File: src/rtl/pcm_stream_dac.sv
// Streaming multichannel PCM player: frame FIFO, programmable sample-rate prescaler
// and one first-order delta-sigma 1-bit DAC per channel.
module pcm_stream_dac #(
    parameter int WIDTH      = 8,
    parameter int CHANNELS   = 2,
    parameter int FIFO_DEPTH = 16,
    parameter int DIV        = 7000
) (
    input  logic                            clk,
    input  logic                            reset_n,
    input  logic                            enable,
    input  logic                            s_valid,
    output logic                            s_ready,
    input  logic [CHANNELS*WIDTH-1:0]       s_data,
    output logic [CHANNELS-1:0]             dac_out,
    output logic [$clog2(FIFO_DEPTH):0]     fifo_level,
    output logic                            underrun,
    output logic [7:0]                      underrun_cnt,
    output logic                            sample_tick
);

    localparam int AW = $clog2(FIFO_DEPTH);
    localparam int CW = (DIV > 2) ? $clog2(DIV) : 1;
    localparam int SW = WIDTH + 2;
    localparam logic [CW-1:0]    CNT_LAST  = CW'(DIV - 1);
    localparam logic [AW:0]      LVL_FULL  = (AW + 1)'(FIFO_DEPTH);
    localparam logic [WIDTH-1:0] MIDSCALE  = {1'b1, {(WIDTH - 1){1'b0}}};
    localparam logic [SW-1:0]    SIGMA_RST = {2'b01, {WIDTH{1'b0}}};

    logic [CW-1:0]               r_cnt;
    logic                        r_tick;
    logic [CHANNELS*WIDTH-1:0]   r_mem [FIFO_DEPTH];
    logic [AW-1:0]               r_wptr;
    logic [AW-1:0]               r_rptr;
    logic [AW:0]                 r_level;
    logic                        r_underrun;
    logic [7:0]                  r_ucnt;
    logic [WIDTH-1:0]            r_held  [CHANNELS];
    logic [SW-1:0]               r_sigma [CHANNELS];
    logic [CHANNELS-1:0]         r_dac;

    logic                        w_tick;
    logic                        w_ready;
    logic                        w_push;
    logic                        w_pop;
    logic                        w_empty;
    logic [CHANNELS*WIDTH-1:0]   w_frame;

    // Stream handshake: a frame transfers on every clock edge where s_valid and s_ready
    // are both high; s_ready depends only on the registered level, never on s_valid.
    assign w_ready = (r_level != LVL_FULL);
    assign w_push  = s_valid & w_ready;
    assign w_empty = (r_level == '0);
    assign w_tick  = enable & (r_cnt == CNT_LAST);
    assign w_pop   = w_tick & ~w_empty;
    assign w_frame = r_mem[r_rptr];

    always_ff @(posedge clk) begin
        if (w_push) begin
            r_mem[r_wptr] <= s_data;
        end
    end

    always_ff @(posedge clk or negedge reset_n) begin
        if (!reset_n) begin
            r_cnt      <= '0;
            r_tick     <= 1'b0;
            r_wptr     <= '0;
            r_rptr     <= '0;
            r_level    <= '0;
            r_underrun <= 1'b0;
            r_ucnt     <= '0;
        end else begin
            r_cnt      <= (!enable || w_tick) ? '0 : r_cnt + CW'(1);
            r_tick     <= w_tick;
            r_underrun <= w_tick & w_empty;
            if (w_push) begin
                r_wptr <= r_wptr + AW'(1);
            end
            if (w_pop) begin
                r_rptr <= r_rptr + AW'(1);
            end
            if (w_push && !w_pop) begin
                r_level <= r_level + (AW + 1)'(1);
            end else if (w_pop && !w_push) begin
                r_level <= r_level - (AW + 1)'(1);
            end
            if (w_tick && w_empty && (r_ucnt != 8'hFF)) begin
                r_ucnt <= r_ucnt + 8'd1;
            end
        end
    end

    // Held samples change atomically across channels; the DAC loop sees them one cycle later.
    always_ff @(posedge clk or negedge reset_n) begin
        if (!reset_n) begin
            r_dac <= '0;
            for (int k = 0; k < CHANNELS; k++) begin
                r_held[k]  <= MIDSCALE;
                r_sigma[k] <= SIGMA_RST;
            end
        end else begin
            for (int k = 0; k < CHANNELS; k++) begin
                if (!enable) begin
                    r_held[k] <= MIDSCALE;
                end else if (w_tick) begin
                    r_held[k] <= w_pop ? w_frame[k*WIDTH +: WIDTH] : MIDSCALE;
                end
                r_dac[k]   <= r_sigma[k][SW-1];
                r_sigma[k] <= r_sigma[k] + {2'b00, r_held[k]}
                            + {r_sigma[k][SW-1], r_sigma[k][SW-1], {WIDTH{1'b0}}};
            end
        end
    end

    assign s_ready      = w_ready;
    assign fifo_level   = r_level;
    assign dac_out      = r_dac;
    assign underrun     = r_underrun;
    assign underrun_cnt = r_ucnt;
    assign sample_tick  = r_tick;

endmodule

File: config.mk
export PLATFORM = sky130hd
export DESIGN_NAME = pcm_stream_dac
export DESIGN_NICKNAME = d
export VERILOG_FILES = /design/src/rtl/pcm_stream_dac.sv
export SDC_FILE = /design/constraint.sdc
export NUM_CORES = 1
export LEC_CHECK = 0
export ABC_AREA = 1
export BUFFER_PORTS_ARGS = -buffer_cell sky130_fd_sc_hd__buf_4
export CAP_MARGIN = 30
export CORE_ASPECT_RATIO = 0.75
export CORE_MARGIN = 3
export CORE_UTILIZATION = 62
export CTS_CLUSTER_DIAMETER = 30
export DETAILED_ROUTE_END_ITERATION = 7
export GPL_TIMING_DRIVEN = 1
export PLACE_DENSITY = 0.79
export SLEW_MARGIN = 20
export SYNTH_ARGS = -nofsm -noshare
export SYNTH_HDL_FRONTEND = slang
export SYNTH_SLANG_ARGS = --single-unit
export TNS_END_PERCENT = 20
File: constraint.sdc
create_clock -name clk -period 3 [get_ports clk]
set_clock_uncertainty 0.2 [all_clocks]
set_input_delay 0.15 -clock clk [delete_from_list [all_inputs] [get_ports clk]]
set_output_delay 0.15 -clock clk [all_outputs]
set_load 0.02 [all_outputs]
# Yosys cells after proc, flatten, opt, wreduce, memory -nomap -nowiden
# Memory sizes are Yosys's and may differ from the RTL's.
# Index checks and enable logic that the tools add are counted.
# W data, S select, Z words.
[classes] reduce_logical=10 n_mul=0 addsub=10 n_lt_le_gt_ge=0 mux=11 shift=0 bitwise_logic=5 eq_ne=4 div=0
[ops] cell="$mux W8" n=6
[ops] cell="$add A10 B10 Y10" n=2
[ops] cell="$add A10 B8 Y10" n=2
[ops] cell="$add A13 B1 Y13 const B" n=1
[ops] cell="$eq A13 B13 Y1 const B" n=1
[ops] cell="$mux W13" n=1
[ops] cell="$mux W5" n=2
[ops] cell="$add A4 B1 Y4 const B" n=2
[ops] cell="$add A8 B1 Y8 const B" n=1
[ops] cell="$ne A8 B8 Y1 const B" n=1
[ops] cell="$add A5 B1 Y5 const B" n=1
[ops] cell="$logic_not A5 Y1" n=1
[ops] cell="$ne A5 B5 Y1 const B" n=1
[ops] cell="$sub A5 B1 Y5 const B" n=1
[ops] cell="$and A1 B1 Y1" n=4
[ops] cell="$logic_and A1 B1 Y1" n=4
[ops] cell="$logic_not A1 Y1" n=3
[ops] cell="$mux W1" n=2
[ops] cell="$ne A2 B1 Y1 const B" n=1
[ops] cell="$reduce_bool A2 Y1" n=1
[ops] cell="$logic_or A1 B1 Y1" n=1
[ops] cell="$not A1 Y1" n=1
[word_totals] input_bits=20 ram_bits=256 latchBits=0 n_memories=1 rom_bits=0 reg_bits=74 output_inout_bits=18 elab_cells=53
[memory_table] memory="r_mem" depth=16 width=16 read_ports=1 rd_clocked_by_memory_dff=0 write_ports=1 line="32" rtl="logic [CHANNELS*WIDTH-1:0] r_mem [FIFO_DEPTH];"

# Depth between registers and ports, before layout
# Gate-level depths: netlist of run 1.
[depth] ltp_word=6 ltp_mapped=18 mapped_depth_nobuf=17

# Worst setup path after synthesis of run 1
# OpenSTA, ideal clock, no wires.
[synth_timing] path_type="register -> register" startpoint="register r_cnt[0]" endpoint="register r_level[4], in the netlist fifo_level[4]" arrival_ns=2.365 stages_incl_launch_ff=19 required_time_ns=2.717 path_buffers=1 path_slack_ns=0.352 setup_ns=0.083 synth_period_minus_slack_ns=2.648 cell_sequence="dfrtp_1 > ha_1 > nand2_2 > clkinv_2 > nand2_2 > nor2_2 > nand3_2 > nor2_4 > buf_6 > inv_1 > ha_1 > inv_1 > ha_1 > a21oi_1 > nor2_1 > nor2_1 > xor2_1 > nand2_1 > o21ai_0"
[synth_via] elab_chain_len=6 word_cells_on_any_way=8 cone_classes="eq/ne (1); mux (1); bitwise (2); reduce/logical (4)"
[synth_lines] item="start: declaration" line="30" rtl="logic [CW-1:0] r_cnt;"
[synth_lines] item="start signal: assignment" line="74" rtl="r_cnt <= (!enable || w_tick) ? '0 : r_cnt + CW'(1);"
[synth_lines] item="$eq A13 B13 Y1 *" line="54" rtl="assign w_tick = enable & (r_cnt == CNT_LAST);"
[synth_lines] item="$and A1 B1 Y1 *" line="54"
[synth_lines] item="$and A1 B1 Y1 *" line="55" rtl="assign w_pop = w_tick & ~w_empty;"
[synth_lines] item="$logic_not A1 Y1" line="83" rtl="if (w_push && !w_pop) begin"
[synth_lines] item="$logic_and A1 B1 Y1" line="83"
[synth_lines] item="$mux W5 / $reduce_bool A2 Y1 (equally long branches)"
[synth_lines] item="end signal: assignment" line="84" rtl="r_level <= r_level + (AW + 1)'(1);"
[synth_lines] item="end signal: assignment" line="86" rtl="r_level <= r_level - (AW + 1)'(1);"
[synth_lines] item="end: declaration" line="35" rtl="logic [AW:0] r_level;"
# Mark *: on every way between the ends. The rest lies on a longest branch, timed or not.
# A chain may end at the register's enable or synchronous reset.

# Worst setup path in the final report of run 1
# Ends and elaborated chain as after synthesis.

==> results.py, run 1 <==
metrics = {
    "run_status": {
        "status": "finished clean",
    },
    "global_routing": {
        "grt_overflow_total": 0,
        "first_global_vias": 9790,
        "track_usage_pct": 27.4,
        "grt_max_degree": 132,
        "grt_pass1_wl_mm": 52.4,
        "antenna_found_initial": 1,
    },
    "placed_design": {
        "numPortBuffers": 37,
        "hpwlAfterDp_mm": 19.2,
        "pre_cts_ws_ns": 0.265,
        "gp_congestion": 0.822,
    },
    "yosys": {
        "synth_edf_count": 256,
        "syn-num-nets": 1326,
        "synth_seq_cells": 330,
        "synth_area_sq_mm": 0.0142,
        "syn-mean-instance-area_sq_um": 11.1,
        "synthSimpleGateAreaFrac_pct": 22.0,
        "synth_top_cell_by_area": "edfxtp_1",
        "synthCells": 1274,
        "netlist-cell-type-count": 40,
        "synth_xor_area_share_pct": 1.91,
        "async_reset_ff_share_pct": 22.4,
        "synth_warnings": 0,
        "synth_ff_type": "edfxtp_1",
        "synth-adder-area-share_pct": 2.99,
        "synth_compound_area_share_pct": 1.71,
        "synth.top_cell.area_share_pct": 54.3,
        "synth_mux_area_share_pct": 0,
        "ys_seq_area_share_pct": 67.4,
        "synth_top_family_by_area": "simple AND/OR/NAND/NOR gates",
        "synth_area_leaders": "edfxtp_1, dfrtp_1, nand2_1",
    },
    "timing": {
        "fmax_mhz": 362,
        "rsz0062_at_grt": "false",
        "tns_ns": 0,
        "finalCriticalPeriod_ns": 2.76,
        "final.setup.worst_slack_ns": 0.241,
        "tightest_slew_ns": 0.821,
        "hold_viol": 0,
        "setup_violations": 0,
        "slew_headroom_pct": 45.2,
        "post-route-period-util_pct": 92.0,
        "slew_violations": 0,
    },
    "clocking": {
        "root_buffer": "clkbuf_16",
        "cts_made_buffers": 46,
        "clk_latency_ns": 0.53,
        "path_clk_slew_ns": 0.05,
        "clk_path_buf_depth": 3,
        "h-tree-depth": 2,
        "cts.sink_count": 330,
        "tritoncts": "built",
    },
    "setup_path": {
        "rrSetupSlack_ns": 0.24,
        "path_cells": "ha_2 -> nand2_2 -> clkinv_2 -> nand2_2 -> nor2_2 -> nand3_2 -> nor2_4 -> inv_1 -> ha_1 -> inv_2 -> ha_1 -> a21oi_1 -> nor2_1 -> nor2_1 -> xor2_1 -> nand2_1 -> o21ai_0",
        "crit_fanout": 5,
        "cp_top_family": "simple AND/OR/NAND/NOR gates",
        "crit_required_ns": 3.23,
        "crit_path_max_incr_delay_ns": 0.39,
        "r2r_cells": 17,
        "slowest_stage": "dfrtp_1",
        "path_buf_inv": 3,
        "worstReg2RegStart": "r_cnt[0]",
        "crit_type": "reg -> reg",
        "end_kind": "flip-flop",
        "arrival_ns": 2.99,
        "rr_endpoint": "fifo_level[4]",
        "crit_path_start_kind": "flip-flop",
    },
    "hold_path": {
        "worstHoldPathCells": 0,
        "hold_class": "reg -> reg",
        "hp-start": "r_sigma[9]",
        "hold_end": "dac_out[1]",
    },
    "finish": {
        "syn2layout_area_growth_pct": 17.6,
        "final_common_cell": "nand2_1",
        "nNetsFinal": 1412,
        "fin_util_pct": 75.0,
        "final_cell_mix": "nand2_1, nand3_1, edfxtp_1",
        "drive_above_1_share_pct": 14.2,
        "diodes": 0,
    },
    "die": {
        "die_h_um": 137,
        "die_area_sq_mm": 0.0247,
        "start_util_pct": 63.7,
        "ios": 38,
        "core_area_sq_mm": 0.0222,
        "placementRows": 47,
        "die-width_um": 181,
    },
    "power_and_ir_drop": {
        "vdd_drop_max_v": 0.000564,
        "power.leakage_uw": 0.00676,
        "powerDensity_mw_per_mm2": 709,
    },
    "route": {
        "ant_nets": 0,
        "drc_errors": 0,
        "vias": 9868,
        "firstDrtPassIters": 5,
        "drtIter0Drc": 1049,
        "drt-total-wl_mm": 33.4,
        "vias_per_cell": 5.84,
        "wl_per_cell_um": 19.7,
    },
    "flow_run": {
        "cap_violations": 0,
    },
}
metal layers:
metal | GRT usage [%] | routed length [um] | vias up
met5 | 0 | 0 | -
met2 | 42.1 | 15200 | 488
li1 | - | - | 4547
met4 | 11.5 | 1080 | 0
met1 | 38.2 | 13600 | 4748
met3 | 6.67 | 3520 | 85
where the power goes:
| part | switching, uW | internal, uW | total, uW |
|---|---|---|---|
| registers | 140 | 5340 | 5480 |
| logic | 711 | 331 | 1040 |
| clock network | 2000 | 3300 | 5300 |
through the flow:
step | cells | total power [uW] | hold WS, ns | area [sq um]
6_report | 1690 | 11800 | 0.198 | 16700
5_1_grt | 1690 | 12200 | 0.212 | 16700
4_1_cts | 1688 | 11900 | 0.142 | 16600
3_5_place_dp | 1585 | 6560 | 0.152 | 14900
3_3_place_gp | 1585 | 6520 | 0.142 | 14900
2_1_floorplan | 1274 | 6080 | -0.346 | 14200
timing repair:
action | 4_1_cts | 5_1_grt
buffers inserted | 0 | 0
gates resized for setup | 0 | 2
endpoints found under the setup margin | 0 | 1
hold buffers | 19 | 1
endpoints found under the hold margin | 337 | 13
synth_stat cells, drive strengths merged, types with 4 or more instances:
| cell | instances |
|---|---|
| nand2 | 382 |
| nand3 | 265 |
| edfxtp | 256 |
| dfrtp | 70 |
| inv | 67 |
| buf | 50 |
| nor2 | 48 |
| ha | 29 |
| xor2 | 25 |
| a21oi | 18 |
| o21ai | 16 |
| nor3 | 10 |
| clkbuf | 7 |
| xnor2 | 5 |
| dfstp | 4 |
| nand4 | 4 |
layout make-up:
type,instances,area (sq um)
well taps,294,368
fillers,1393,5570
clock buffers,55,1230
multi-input cells,818,4090
inverters,69,262
flip-flops and latches,330,9550
repair buffers,95,871
clock inverters,29,297
worst reg2reg max path, delay by kind of cell, from the launching register on:
family	cells	cell delay [ns]
AND/OR/NAND/NOR	8	0.75
adder cells (fa/ha/maj)	3	0.73
flip-flops	1	0.39
AO/OA/AOI/OAI	2	0.25
buffers and inverters	3	0.21
XOR/XNOR	1	0.15
worst max-delay path by stage:
stage / start / to / slack [ns] / cells after the start
after floorplan: r_cnt[0] / fifo_level[4] / 0.35 / 18
after global placement: r_cnt[0] / fifo_level[4] / 0.30 / 17
after detailed placement: r_cnt[0] / fifo_level[4] / 0.27 / 17
after CTS: r_cnt[0] / fifo_level[4] / 0.16 / 17
after global routing: r_cnt[0] / fifo_level[4] / 0.03 / 17
final: r_cnt[0] / fifo_level[4] / 0.24 / 17
cell families (layout without fill, tap and decap cells):
group	count (synthesis)	in the layout
compound gates	43	43
buf+inv	126	248
fa+ha+maj	32	32
simple gates	713	713
xor+xnor	30	30
flops	330	330
state kept, by name, indices dropped and copies added, names as in the netlist:
register and count:
fifo_level 5, r_wptr 4, dac_out 2, underrun_cnt 8, underrun 1, r_cnt 13
r_held 16, r_sigma 20, r_mem 256, r_rptr 4, sample_tick 1
No activity file was read; power rests on OpenSTA's default activity.
==> run 2: changes to the inputs <==
- REMOVE_ABC_BUFFERS: unset -> 1
==> results.py, run 2 (same netlist as run 1, synthesis figures left out) <==
metrics = {
    "run_status": {
        "status": "finished clean",
    },
    "route": {
        "ant_nets": 0,
        "wl_per_cell_um": 19.9,
        "drc_errors": 0,
        "drt-total-wl_mm": 33.6,
        "vias": 9881,
        "drtIter0Drc": 1172,
        "firstDrtPassIters": 6,
        "vias_per_cell": 5.86,
    },
    "setup_path": {
        "crit_path_start_kind": "flip-flop",
        "cpMostUsedCell": "ha_1",
        "slowest_stage": "dfrtp_1",
        "path_cells": "ha_1 -> nand2_2 -> clkinv_2 -> nand2_2 -> nor2_2 -> nand3_2 -> nor2_4 -> inv_1 -> ha_1 -> inv_1 -> ha_1 -> a21oi_1 -> nor2_1 -> nor2_1 -> xor2_1 -> nand2_1 -> o21ai_0",
        "crit_type": "reg -> reg",
        "setup.worst_path.start": "r_cnt[0]",
        "crit_path_max_incr_delay_ns": 0.37,
        "rrSetupSlack_ns": 0.26,
        "path_buf_inv": 3,
        "r2r_cells": 17,
        "cp_top_family": "adder cells",
        "rr_endpoint": "fifo_level[4]",
        "crit_required_ns": 3.26,
        "end_kind": "flip-flop",
        "worstReg2RegStart": "r_cnt[0]",
        "crit_fanout": 5,
        "arrival_ns": 3.00,
    },
    "placed_design": {
        "numPortBuffers": 37,
        "hpwlAfterDp_mm": 19.4,
        "gp_congestion": 0.840,
        "pre_cts_ws_ns": 0.269,
        "post-place-cells": 1582,
    },
    "clocking": {
        "clk_latency_ns": 0.56,
        "root_buffer": "clkbuf_16",
        "cts_made_buffers": 46,
        "h-tree-depth": 2,
        "tritoncts": "built",
        "clk_path_buf_depth": 3,
        "cts.sink_count": 330,
        "ctsResizeCount": 0,
        "path_clk_slew_ns": 0.06,
        "post_cts_buffers": 0,
    },
    "finish": {
        "largest_registers": "r_mem (256), r_sigma (20), r_held (16)",
        "stdcell_count": 1687,
        "final_cell_mix": "nand2_1, nand3_1, edfxtp_1",
        "largest_register_ffs": 256,
        "drive_above_1_share_pct": 14.4,
        "syn2layout_area_growth_pct": 17.3,
        "fin_util_pct": 74.8,
        "final_common_cell": "nand2_1",
        "fillers": 1398,
        "multi_input_area_sq_mm": 0.00409,
        "largest_register": "r_mem",
        "seqCellArea_sq_mm": 0.00955,
        "nNetsFinal": 1409,
        "diodes": 0,
    },
    "hold_path": {
        "hold_class": "reg -> reg",
        "hp-start": "r_sigma[19]",
        "worstHoldPathCells": 0,
        "hold_end": "dac_out[0]",
    },
    "timing": {
        "hold_ws_ns": 0.197,
        "post-route-period-util_pct": 91.4,
        "hold_viol": 0,
        "slew_headroom_pct": 58.3,
        "tightest_slew_ns": 0.626,
        "finalCriticalPeriod_ns": 2.74,
        "fmax_mhz": 365,
        "final.setup.worst_slack_ns": 0.257,
        "rsz0062_at_grt": "false",
        "slew_violations": 0,
        "setup_violations": 0,
    },
    "global_routing": {
        "grt_pass1_wl_mm": 52.5,
        "track_usage_pct": 27.4,
        "antenna_found_initial": 0,
        "grt_max_degree": 132,
        "first_global_vias": 9624,
        "grt_overflow_total": 0,
    },
    "power_and_ir_drop": {
        "p_total_uw": 11800,
        "combPwrFrac_pct": 8.7,
        "vdd_drop_max_v": 0.000634,
        "power.internal_uw": 8770,
        "switching_power_uw": 2990,
        "p_sw_share_pct": 25.4,
        "power.leakage_uw": 0.00675,
        "pwr-share-seq_pct": 46.6,
        "powerDensity_mw_per_mm2": 708,
        "pwr-share-clk_pct": 44.7,
    },
    "die": {
        "ios": 38,
        "die_area_sq_mm": 0.0247,
        "placementRows": 47,
        "core_area_sq_mm": 0.0222,
        "die-width_um": 181,
        "start_util_pct": 63.7,
        "die_h_um": 137,
    },
    "flow_run": {
        "cap_violations": 0,
    },
}
-- run 2: cell type report --
cell class | instances | area share, %
sequential | 330 | 57.4
clock buffer | 48 | 7.10
multi-input combinational | 818 | 24.6
inverter | 69 | 1.57
clock inverter | 36 | 1.97
timing repair buffer | 92 | 5.10
tap | 294 | 2.21
-- run 2: metrics by stage --
step	setup TNS [ns]	cell area, sq um
6_report	0	16600
5_1_grt	0	16600
4_1_cts	0	16600
3_5_place_dp	0	14900
3_3_place_gp	0	14900
2_1_floorplan	-41.01	13900
-- run 2: worst max-delay path by stage --
stage                          endpoint  slack (ns)  cells after the start
after floorplan               r_held[1]       -2.56                      7
after global placement    fifo_level[4]        0.33                     17
after detailed placement  fifo_level[4]        0.27                     17
after CTS                 fifo_level[4]        0.24                     17
after global routing      fifo_level[4]        0.02                     17
final                     fifo_level[4]        0.26                     17
-- run 2: layer usage --
| layer | up-vias | GRT usage (%) | routed length, um | share of wire, % |
|---|---|---|---|---|
| li1 | 4565 | - | - | - |
| met1 | 4703 | 39.0 | 13600 | 41 |
| met2 | 529 | 43.0 | 15700 | 47 |
| met3 | 84 | 5.69 | 3450 | 10 |
| met4 | 0 | 9.46 | 845 | 2.5 |
| met5 | - | 0 | 0 | 0 |
-- run 2: repair_timing --
action                                 4_1_cts  5_1_grt
setup endpoints to repair                    0        0
endpoints found under the hold margin      341       14
hold buffers                                19        1
-- run 2: power by group through the flow --
stage	clock network [uW]	logic (uW)	registers, uW
global route	5500	1130	5510
floorplan	0	499	5580
finish	5260	1030	5480
global placement	0	955	5550
detailed placement	0	980	5560
CTS	5280	1020	5480
